==> src/rtl/idecode_unit.sv <==
// Decode stage: buffers up to two fetched opcodes per cycle in an in-order
// queue and issues one decoded instruction per cycle to execution.
//
// Handshake: an instruction transfers to execution on any rising edge where
// dec_vld && exe_rdy. While dec_vld is high and exe_rdy is low, every dec_*
// output holds its value. dec_vld never depends combinationally on exe_rdy.
module idecode_unit #(
  parameter int IQ_DEPTH = 4,
  parameter int OPCODE_W = 32
) (
  input  logic                clk,
  input  logic                reset,
  input  logic [1:0]          opcode_vld,
  input  logic [OPCODE_W-1:0] opcode1,
  input  logic [OPCODE_W-1:0] opcode2,
  output logic                dec_busy,
  input  logic                flush,
  output logic                dec_vld,
  input  logic                exe_rdy,
  output logic [2:0]          dec_unit,
  output logic [5:0]          dec_op,
  output logic [4:0]          dec_vd,
  output logic [4:0]          dec_vs1,
  output logic [4:0]          dec_vs2,
  output logic [31:0]         dec_imm,
  output logic                dec_wr_en,
  output logic                err_overflow
);

  localparam int PW = $clog2(IQ_DEPTH);
  localparam int CW = PW + 1;

  localparam logic [2:0] UNIT_SCALAR  = 3'd0;
  localparam logic [2:0] UNIT_VARITH  = 3'd1;
  localparam logic [2:0] UNIT_VLOAD   = 3'd2;
  localparam logic [2:0] UNIT_VSTORE  = 3'd3;
  localparam logic [2:0] UNIT_BRANCH  = 3'd4;
  localparam logic [2:0] UNIT_ILLEGAL = 3'd7;

  logic [OPCODE_W-1:0] iq_mem [IQ_DEPTH];
  logic [PW-1:0]       rd_ptr;
  logic [PW-1:0]       wr_ptr;
  logic [PW-1:0]       wr_ptr_p1;
  logic [CW-1:0]       count;

  logic                pop;
  logic [CW-1:0]       free_slots;
  logic [1:0]          n_valid;
  logic [1:0]          n_push;
  logic                drop;
  logic [OPCODE_W-1:0] first_op;
  logic [OPCODE_W-1:0] head;
  logic [5:0]          head_op;
  logic [2:0]          head_unit;

  // Pop/push accounting for this edge; a pop frees a slot for a same-cycle push.
  always_comb begin
    pop        = !flush && (count != '0) && (!dec_vld || exe_rdy);
    free_slots = CW'(IQ_DEPTH) - count + CW'(pop);
    n_valid    = {1'b0, opcode_vld[0]} + {1'b0, opcode_vld[1]};
    n_push     = 2'd0;
    if (flush)
      n_push = 2'd0;
    else if (CW'(n_valid) <= free_slots)
      n_push = n_valid;
    else
      n_push = free_slots[1:0];
    drop      = !flush && (n_push != n_valid);
    first_op  = opcode_vld[0] ? opcode1 : opcode2;
    wr_ptr_p1 = wr_ptr + 1'b1;
  end

  // Decode the queue head so the result can be registered on a pop.
  always_comb begin
    head    = iq_mem[rd_ptr];
    head_op = head[31:26];
    if (head_op < 6'h10)      head_unit = UNIT_SCALAR;
    else if (head_op < 6'h20) head_unit = UNIT_VARITH;
    else if (head_op < 6'h24) head_unit = UNIT_VLOAD;
    else if (head_op < 6'h28) head_unit = UNIT_VSTORE;
    else if (head_op < 6'h30) head_unit = UNIT_BRANCH;
    else                      head_unit = UNIT_ILLEGAL;
  end

  // Queue storage; oldest valid opcode lands at wr_ptr, younger one after it.
  always_ff @(posedge clk) begin
    if (n_push != 2'd0) iq_mem[wr_ptr]    <= first_op;
    if (n_push == 2'd2) iq_mem[wr_ptr_p1] <= opcode2;
  end

  // Queue pointers, occupancy and the sticky overflow flag.
  always_ff @(posedge clk or negedge reset) begin
    if (!reset) begin
      rd_ptr       <= '0;
      wr_ptr       <= '0;
      count        <= '0;
      err_overflow <= 1'b0;
    end else begin
      if (drop) err_overflow <= 1'b1;
      if (flush) begin
        rd_ptr <= '0;
        wr_ptr <= '0;
        count  <= '0;
      end else begin
        wr_ptr <= wr_ptr + PW'(n_push);
        if (pop) rd_ptr <= rd_ptr + 1'b1;
        count <= count + CW'(n_push) - CW'(pop);
      end
    end
  end

  // Output register: loads the decoded head, holds while stalled.
  always_ff @(posedge clk or negedge reset) begin
    if (!reset) begin
      dec_vld   <= 1'b0;
      dec_unit  <= '0;
      dec_op    <= '0;
      dec_vd    <= '0;
      dec_vs1   <= '0;
      dec_vs2   <= '0;
      dec_imm   <= '0;
      dec_wr_en <= 1'b0;
    end else if (flush) begin
      dec_vld <= 1'b0;
    end else if (pop) begin
      dec_vld   <= 1'b1;
      dec_unit  <= head_unit;
      dec_op    <= head_op;
      dec_vd    <= head[25:21];
      dec_vs1   <= head[20:16];
      dec_vs2   <= head[15:11];
      dec_imm   <= {{21{head[10]}}, head[10:0]};
      dec_wr_en <= (head_unit == UNIT_SCALAR) || (head_unit == UNIT_VARITH) ||
                   (head_unit == UNIT_VLOAD);
    end else if (exe_rdy) begin
      dec_vld <= 1'b0;
    end
  end

  // Back-pressure fetch when a dual push might not fit.
  assign dec_busy = (CW'(IQ_DEPTH) - count) < CW'(2);

endmodule
==> config.mk <==
export PLATFORM = sky130hd
export DESIGN_NAME = idecode_unit
export DESIGN_NICKNAME = d
export VERILOG_FILES = /design/src/rtl/idecode_unit.sv
export SDC_FILE = /design/constraint.sdc
export NUM_CORES = 1
export LEC_CHECK = 0
export CELL_PAD_IN_SITES_DETAIL_PLACEMENT = 1
export CELL_PAD_IN_SITES_GLOBAL_PLACEMENT = 1
export CORE_MARGIN = 2
export CORE_UTILIZATION = 35
export CTS_CLUSTER_DIAMETER = 100
export DETAILED_ROUTE_END_ITERATION = 7
export PLACE_DENSITY = 0.65
export SKIP_LAST_GASP = 1
export SYNTH_ARGS = -nofsm -noshare
export SYNTH_HDL_FRONTEND = slang
export SYNTH_SLANG_ARGS = --single-unit
==> constraint.sdc <==
create_clock -name clk -period 16 [get_ports clk]
set_clock_uncertainty 0.05 [all_clocks]
set_input_delay 3.2 -clock clk [delete_from_list [all_inputs] [get_ports clk]]
set_output_delay 3.2 -clock clk [all_outputs]
set_load 0.02 [all_outputs]
==> results.py, run 1 <==
metrics = {
    "status": {
        "status": "finished clean",
    },
    "sta": {
        "setup_viol": 0,
        "post-route-period-util": 0.508,
        "rsz0062_at_grt": "false",
        "worst_pin_slew_ns": 1.20,
        "clock.fmax_ghz": 0.123,
        "relSlewSlack": 0.198,
        "finalHoldViolCount": 0,
        "tns_ns": 0,
        "period_minus_slack_ns": 8.13,
        "slew_viol_final": 0,
        "fin_ws_ns": 7.87,
        "hold-worst-slack_ns": 0.424,
    },
    "clock_tree": {
        "postCtsHoldBufs": 0,
        "htreeDepth": 4,
        "cts.clk_slew.worst_paths_ns": 0.07,
        "cts_resized": 0,
        "cts_made_buffers": 17,
        "cts_setup_buffers": 0,
        "cts_sinks": 173,
        "cts_buffer_depth": 2,
        "root_buffer": "clkbuf_16",
        "clock_latency_ns": 0.43,
        "cts_tree": "done",
    },
    "job": {
        "cap_violations": 0,
    },
    "setup_path": {
        "worst-r2r-cell-count": 15,
        "cpMaxStageDelayCell": "mux2i_2",
        "cp_data_arrival_time_ns": 8.22,
        "crit_cells": 12,
        "crit_buf_inv": 3,
        "cp_max_fo": 41,
        "start_kind": "input pin",
        "crit_chain": "clkdlybuf4s50_1 > nor2b_4 > buf_4 > ha_1 > ha_1 > inv_1 > ha_1 > nand2b_1 > a221oi_4 > mux2i_2 > o21ai_4 > o2bb2ai_1",
        "crit_path_max_incr_delay_ns": 0.98,
        "worst-endpoint-required_ns": 16.10,
        "path_class": "in2reg",
        "worst_path_most_repeated_cell": "ha_1",
        "cp-end-kind": "flop",
        "critPathTopFamily": "buffers and inverters",
    },
    "floorplanning": {
        "io_pins": 130,
        "core_um2": 23500,
        "dieArea_um2": 25300,
        "dieWidth_um": 159,
        "initial_utilization": 0.357,
        "die_h_um": 159,
        "rows": 56,
    },
    "detailed_routing": {
        "ant_nets": 0,
        "dr.pass1.iters": 4,
        "vias": 5184,
        "viasPerCell": 5.30,
        "first_iter_violations": 347,
        "drc_errors": 0,
        "wire_per_inst_um": 23.1,
        "route.final.wire_length_mm": 22.6,
    },
    "grt": {
        "antenna_found_initial": 0,
        "met1_usage": 0.219,
        "grt_max_degree": 46,
        "grt_pass1_vias": 5784,
        "grt.total_usage": 0.183,
        "grt_use_met2": 0.336,
        "met3_usage": 0.0326,
        "grt_overflow_total": 0,
        "top_usage_layer": "met2",
        "grt_first_pass_wirelength_mm": 35.0,
    },
    "synthesis": {
        "postSynthCellCount": 545,
        "synth.lib_cells_used.distinct": 35,
        "yosysSeqAreaShare": 0.591,
        "synth_area_leader_cell": "edfxtp_1",
        "yosysWarnings": 0,
        "synthTopCellsByCount": "edfxtp_1 (128), mux2_2 (91), o2bb2ai_1 (64)",
        "avgSynthCellArea_um2": 15.4,
        "ys_seq_elements": 173,
        "synth_most_common_cell": "edfxtp_1",
        "ys_top_cells_by_area": "edfxtp_1 (46%), dfrtp_1 (13%), mux2_2 (12%)",
        "syn_nets": 627,
        "synth_top_area_frac": 0.457,
        "synth_edf_count": 128,
        "syn-cell-area_um2": 8410,
        "synthArstFlopShare": 0.260,
        "synth_top_flop_cell": "edfxtp_1",
    },
    "power": {
        "power_frac_clock": 0.231,
        "p_int_mw": 1.24,
        "p_per_area_nw_per_um2": 179,
        "combPwrFrac": 0.396,
        "leakage_nw": 3.61,
        "p_sw_mw": 0.648,
        "ir_drop_uv": 72.8,
        "seqPwrFrac": 0.373,
        "p_sw_frac": 0.343,
    },
    "final_layout": {
        "fillers": 2369,
        "final_nets": 729,
        "syn_to_final_growth_pct": 25.7,
        "drive_gt1_frac": 0.280,
        "antenna_cells": 0,
    },
    "worst_hold_path": {
        "holdCritPathClass": "reg2reg",
        "whs_path_depth": 1,
    },
    "placed_design": {
        "dpl.hpwl_mm": 13.3,
        "gp_congestion": 0.706,
        "pre_cts_slack_ns": 7.41,
        "port_buffers": 129,
    },
}
cell families (layout without fill, tap and decap cells):
family                     after synthesis  in the layout  synth area share
xor gates and xnor gates                 9              9           0.00937
muxes                                  131            131             0.218
DFF                                    173            173             0.591
and+or+nand+nor                         65             65            0.0329
adders and majority gates               12             12            0.0187
AOI/OAI and AO/OA                       84             84            0.0854
buffers and inverters                   71            186            0.0451
power by group through the flow:
stage,Clock (mW),Sequential (mW),Combinational [mW]
after CTS,0.447,0.707,0.757
after global placement,0,0.708,0.738
after detailed placement,0,0.715,0.754
after global routing,0.460,0.721,0.800
after floorplan,0,0.754,0.429
final,0.436,0.705,0.748
layer usage:
metal	vias up	routed length, um
met1	2726	9380
met2	133	12100
met3	20	845
met5	-	0
met4	0	339
li1	2305	-
state kept, by name, indices dropped and copies added, names as in the netlist, 2 cells and up:
register,cells
dec_vs2,5
dec_unit,3
dec_op,6
wr_ptr,2
count,3
dec_vs1,5
rd_ptr,2
dec_imm,11
iq_mem,128
dec_vd,5
path summary, 6_finish.rpt:
| path | slack (ns) | to | from |
|---|---|---|---|
| setup / recovery | 7.87 | iq_mem[2][12]$_DFFE_PP_ | flush |
| max in group asynchronous | 12.58 | rd_ptr[0]$_DFFE_PN0P_ | reset |
| hold reg to reg | 0.42 | err_overflow$_DFFE_PN0P_ | err_overflow$_DFFE_PN0P_ |
| hold / removal | 0.42 | err_overflow$_DFFE_PN0P_ | err_overflow$_DFFE_PN0P_ |
| min in group asynchronous | 2.83 | dec_vs1[2]$_DFFE_PN0P_ | reset |
| setup reg to reg | 10.47 | iq_mem[2][12]$_DFFE_PP_ | count[0]$_DFF_PN0_ |
final cells by class:
| cell class | count | area (um2) | share of cell area |
|---|---|---|---|
| clock buffer | 17 | 425 | 0.0402 |
| clock inverter | 15 | 185 | 0.0175 |
| inverter | 14 | 52.6 | 0.00497 |
| multi-input combinational | 301 | 3180 | 0.300 |
| sequential | 173 | 4970 | 0.470 |
| tap | 319 | 399 | 0.0377 |
| timing repair buffer | 140 | 1360 | 0.129 |
through the flow:
stage	instance area, um2	total power, mW	std cells	util
after floorplan	8410	1.18	545	-
after global placement	9960	1.45	947	0.423
after detailed placement	9960	1.47	947	0.423
after CTS	10600	1.91	979	0.449
after global routing	10600	1.98	979	0.449
final	10600	1.89	979	0.449
cell usage in the layout (no fill, tap or decap), types with 2 or more instances in the layout:
cell and count:
a2111oi_2 2, a21oi_1 3, buf_2 2, buf_4 11, bufinv_16 3, clkbuf_16 17
clkdlybuf4s50_1 127, clkinv_4 2, clkinvlp_4 3, dfrtp_1 43, dfrtp_2 2, edfxtp_1 128
ha_1 11, inv_1 14, inv_6 4, mux2_1 4, mux2_2 91, mux2i_1 3
mux4_2 32, nand2_1 39, nand2b_1 4, nor2_1 10, nor2_4 2, nor2b_1 4
nor3_1 2, o21ai_0 2, o21ai_4 4, o2bb2ai_1 64, o32ai_4 2, or2_2 3
xnor2_1 8
worst reg2reg max path: cells and delay by family, from the launching register on:
| kind | cells | cell delay (ns) |
|---|---|---|
| buffers and inverters | 3 | 0.68 |
| adder cells (fa/ha/maj) | 5 | 1.23 |
| multiplexers | 1 | 0.99 |
| flip-flops | 1 | 0.39 |
| AND/OR/NAND/NOR | 3 | 0.55 |
| AO/OA/AOI/OAI | 3 | 1.37 |
Power figures use the tool's default switching activity.
==> inputs of run 2 (changes only) <==
--- a/config.mk
+++ b/config.mk
@@ -11,7 +11,7 @@
 export CORE_UTILIZATION = 35
 export CTS_CLUSTER_DIAMETER = 100
 export DETAILED_ROUTE_END_ITERATION = 7
-export PLACE_DENSITY = 0.65
+export PLACE_DENSITY = 0.67
 export SKIP_LAST_GASP = 1
 export SYNTH_ARGS = -nofsm -noshare
 export SYNTH_HDL_FRONTEND = slang
==> constraint.sdc (replaced) <==
create_clock -name clk -period 7.3 [get_ports clk]
set_clock_uncertainty 0.05 [all_clocks]
set_input_delay 1.46 -clock clk [delete_from_list [all_inputs] [get_ports clk]]
set_output_delay 1.46 -clock clk [all_outputs]
set_load 0.02 [all_outputs]
==> run 2 against run 1 <==
  * Final area rose by 0.79%
  * Setup slack got worse by 6.1 ns
  * Sequential share of layout area shrank 0.37 points
  * First-iteration DRC count is 35% lower
  * Critical path depth grew 3
  * Critical path type unchanged
  * Largest power group unchanged
  * Highest routed layer unchanged
==> results.py, run 2 (synthesized netlist as in run 1, its figures left out) <==
metrics = {
    "status": {
        "status": "finished clean",
    },
    "clock_tree": {
        "postCtsHoldBufs": 0,
        "cts_buffer_depth": 2,
        "cts_sinks": 173,
        "cts_setup_buffers": 0,
        "root_buffer": "clkbuf_16",
        "clock_latency_ns": 0.43,
        "cts_made_buffers": 17,
        "htreeDepth": 4,
        "cts.clk_slew.worst_paths_ns": 0.07,
        "cts_tree": "done",
        "cts_resized": 0,
    },
    "floorplanning": {
        "die_h_um": 159,
        "core_um2": 23500,
        "initial_utilization": 0.357,
        "io_pins": 130,
        "dieWidth_um": 159,
        "dieArea_um2": 25300,
        "rows": 56,
    },
    "power": {
        "leakage_nw": 3.65,
        "seqPwrFrac": 0.369,
        "ir_drop_uv": 161,
        "power_frac_clock": 0.238,
        "p_per_area_nw_per_um2": 391,
        "p_sw_mw": 1.39,
        "p_sw_frac": 0.335,
        "combPwrFrac": 0.393,
        "finalPower_mw": 4.16,
        "p_int_mw": 2.77,
    },
    "final_layout": {
        "final_common_cell": "edfxtp_1",
        "regMostFlops": "iq_mem",
        "reg_top3": "iq_mem x128, dec_imm x11, dec_op x6",
        "drive_gt1_frac": 0.287,
        "largest_reg_flops": 128,
        "syn_to_final_growth_pct": 26.7,
        "antenna_cells": 0,
        "final_cell_mix": "edfxtp_1 (128), clkdlybuf4s50_1 (127), mux2_2 (91)",
        "postLayoutCellArea_um2": 10700,
        "final_nets": 734,
    },
    "setup_path": {
        "cp-end-kind": "flop",
        "r2r_end": "iq_mem[0][17]$_DFFE_PP_",
        "cp_data_arrival_time_ns": 5.66,
        "start_kind": "input pin",
        "crit_path_max_incr_delay_ns": 0.75,
        "critPathTopFamily": "buffers and inverters",
        "regToRegSetupSlack_ns": 2.49,
        "crit_buf_inv": 4,
        "worst-r2r-cell-count": 16,
        "path_class": "in2reg",
        "crit_chain": "clkdlybuf4s50_1 > nand2b_1 > nor2b_1 > nor2b_4 > ha_1 > ha_1 > inv_1 > ha_1 > nand2b_1 > a221oi_4 > mux2i_2 > buf_4 > o21ai_4 > buf_4 > o2bb2ai_1",
        "worst-endpoint-required_ns": 7.38,
        "worst_path_most_repeated_cell": "ha_1",
        "cp_max_fo": 17,
        "cpMaxStageDelayCell": "mux2i_2",
        "r2r-start": "count[0]$_DFF_PN0_",
    },
    "sta": {
        "relSlewSlack": 0.336,
        "clock.fmax_ghz": 0.179,
        "slew_viol_final": 0,
        "rsz0062_at_grt": "false",
        "setup_viol": 0,
        "worst_pin_slew_ns": 0.996,
        "period_minus_slack_ns": 5.58,
        "finalHoldViolCount": 0,
        "post-route-period-util": 0.764,
    },
    "detailed_routing": {
        "ant_nets": 0,
        "first_iter_violations": 227,
        "vias": 5137,
        "viasPerCell": 5.22,
        "wire_per_inst_um": 21.9,
        "dr.pass1.iters": 5,
        "drc_errors": 0,
        "route.final.wire_length_mm": 21.5,
    },
    "grt": {
        "grt_overflow_total": 0,
        "grt_first_pass_wirelength_mm": 34.0,
        "grt.total_usage": 0.177,
        "grt_max_degree": 46,
        "grt_pass1_vias": 5837,
        "antenna_found_initial": 0,
    },
    "placed_design": {
        "port_buffers": 129,
        "gp_congestion": 0.784,
        "dpl.hpwl_mm": 13.6,
        "placed_area_um2": 10000,
    },
    "worst_hold_path": {
        "min_from": "err_overflow$_DFFE_PN0P_",
        "holdCritPathClass": "reg2reg",
        "hold_end": "err_overflow$_DFFE_PN0P_",
        "whs_path_depth": 1,
    },
    "job": {
        "cap_violations": 0,
    },
}
[run 2: cell count changes in the layout (fill, tap and decap cells not counted)]
| cell | previous run | this run |
|---|---|---|
| buf_4 | 11 | 15 |
| clkinv_4 | 2 | 4 |
| buf_12 | 0 | 1 |
| bufinv_16 | 3 | 4 |
| clkbuf_8 | 0 | 1 |
| clkinv_1 | 1 | 0 |
| clkinv_2 | 1 | 0 |
| clkinvlp_4 | 3 | 2 |
| inv_8 | 1 | 0 |
[run 2: power by group through the flow]
stage / clock network, mW / registers (mW) / logic [mW]
after floorplan: 0 / 1.65 / 0.943
after global placement: 0 / 1.54 / 1.62
after detailed placement: 0 / 1.56 / 1.66
after CTS: 1.01 / 1.54 / 1.67
after global routing: 1.05 / 1.57 / 1.76
final: 0.993 / 1.54 / 1.63
[run 2: worst register-to-register path: stages (launching register included)]
cell and delay, ns:
dfrtp_1 0.40, inv_1 0.07, ha_1 0.20, ha_1 0.20
nor2b_1 0.24, nor2b_4 0.21, ha_1 0.14, ha_1 0.21
inv_1 0.09, ha_1 0.34, nand2b_1 0.11, a221oi_4 0.54
mux2i_2 0.75, buf_4 0.29, o21ai_4 0.18, buf_4 0.33
o2bb2ai_1 0.17
[run 2: cell type report]
cell class | count | area (um2)
timing repair buffer | 145 | 1410
fill | 2339 | 12900
tap | 319 | 399
inverter | 14 | 52.6
clock inverter | 14 | 205
clock buffer | 18 | 439
multi-input combinational | 301 | 3180
sequential | 173 | 4970
[run 2: how the worst max path moves through the flow]
stage	start	cells past startpoint	endpoint	slack (ns)
after floorplan	exe_rdy	12	iq_mem[1][0]$_DFFE_PP_	-0.62
after global placement	exe_rdy	14	iq_mem[3][8]$_DFFE_PP_	1.46
after detailed placement	exe_rdy	15	iq_mem[0][17]$_DFFE_PP_	1.28
after CTS	exe_rdy	15	iq_mem[0][17]$_DFFE_PP_	1.72
after global routing	exe_rdy	15	iq_mem[0][17]$_DFFE_PP_	1.48
final	exe_rdy	15	iq_mem[0][17]$_DFFE_PP_	1.72
[run 2: stage by stage]
stage / hold WS, ns / std cells / utilization / worst slack (ns) / TNS, ns
2_1_floorplan: 0.515 / 545 / - / -0.624 / -39.93
3_3_place_gp: 0.435 / 952 / 0.425 / 1.46 / 0
3_5_place_dp: 0.423 / 952 / 0.425 / 1.28 / 0
4_1_cts: 0.439 / 984 / 0.453 / 1.72 / 0
5_1_grt: 0.456 / 984 / 0.453 / 1.48 / 0
6_report: 0.435 / 984 / 0.453 / 1.72 / 0
[run 2: layer usage]
layer  vias to the layer above  global-route usage  wire length [um]
met5                         -                   0                 0
met4                         0              0.0595               364
met3                        29              0.0346              1000
met2                       140               0.316             11300
met1                      2646               0.213              8860
li1                       2322                   -                 -
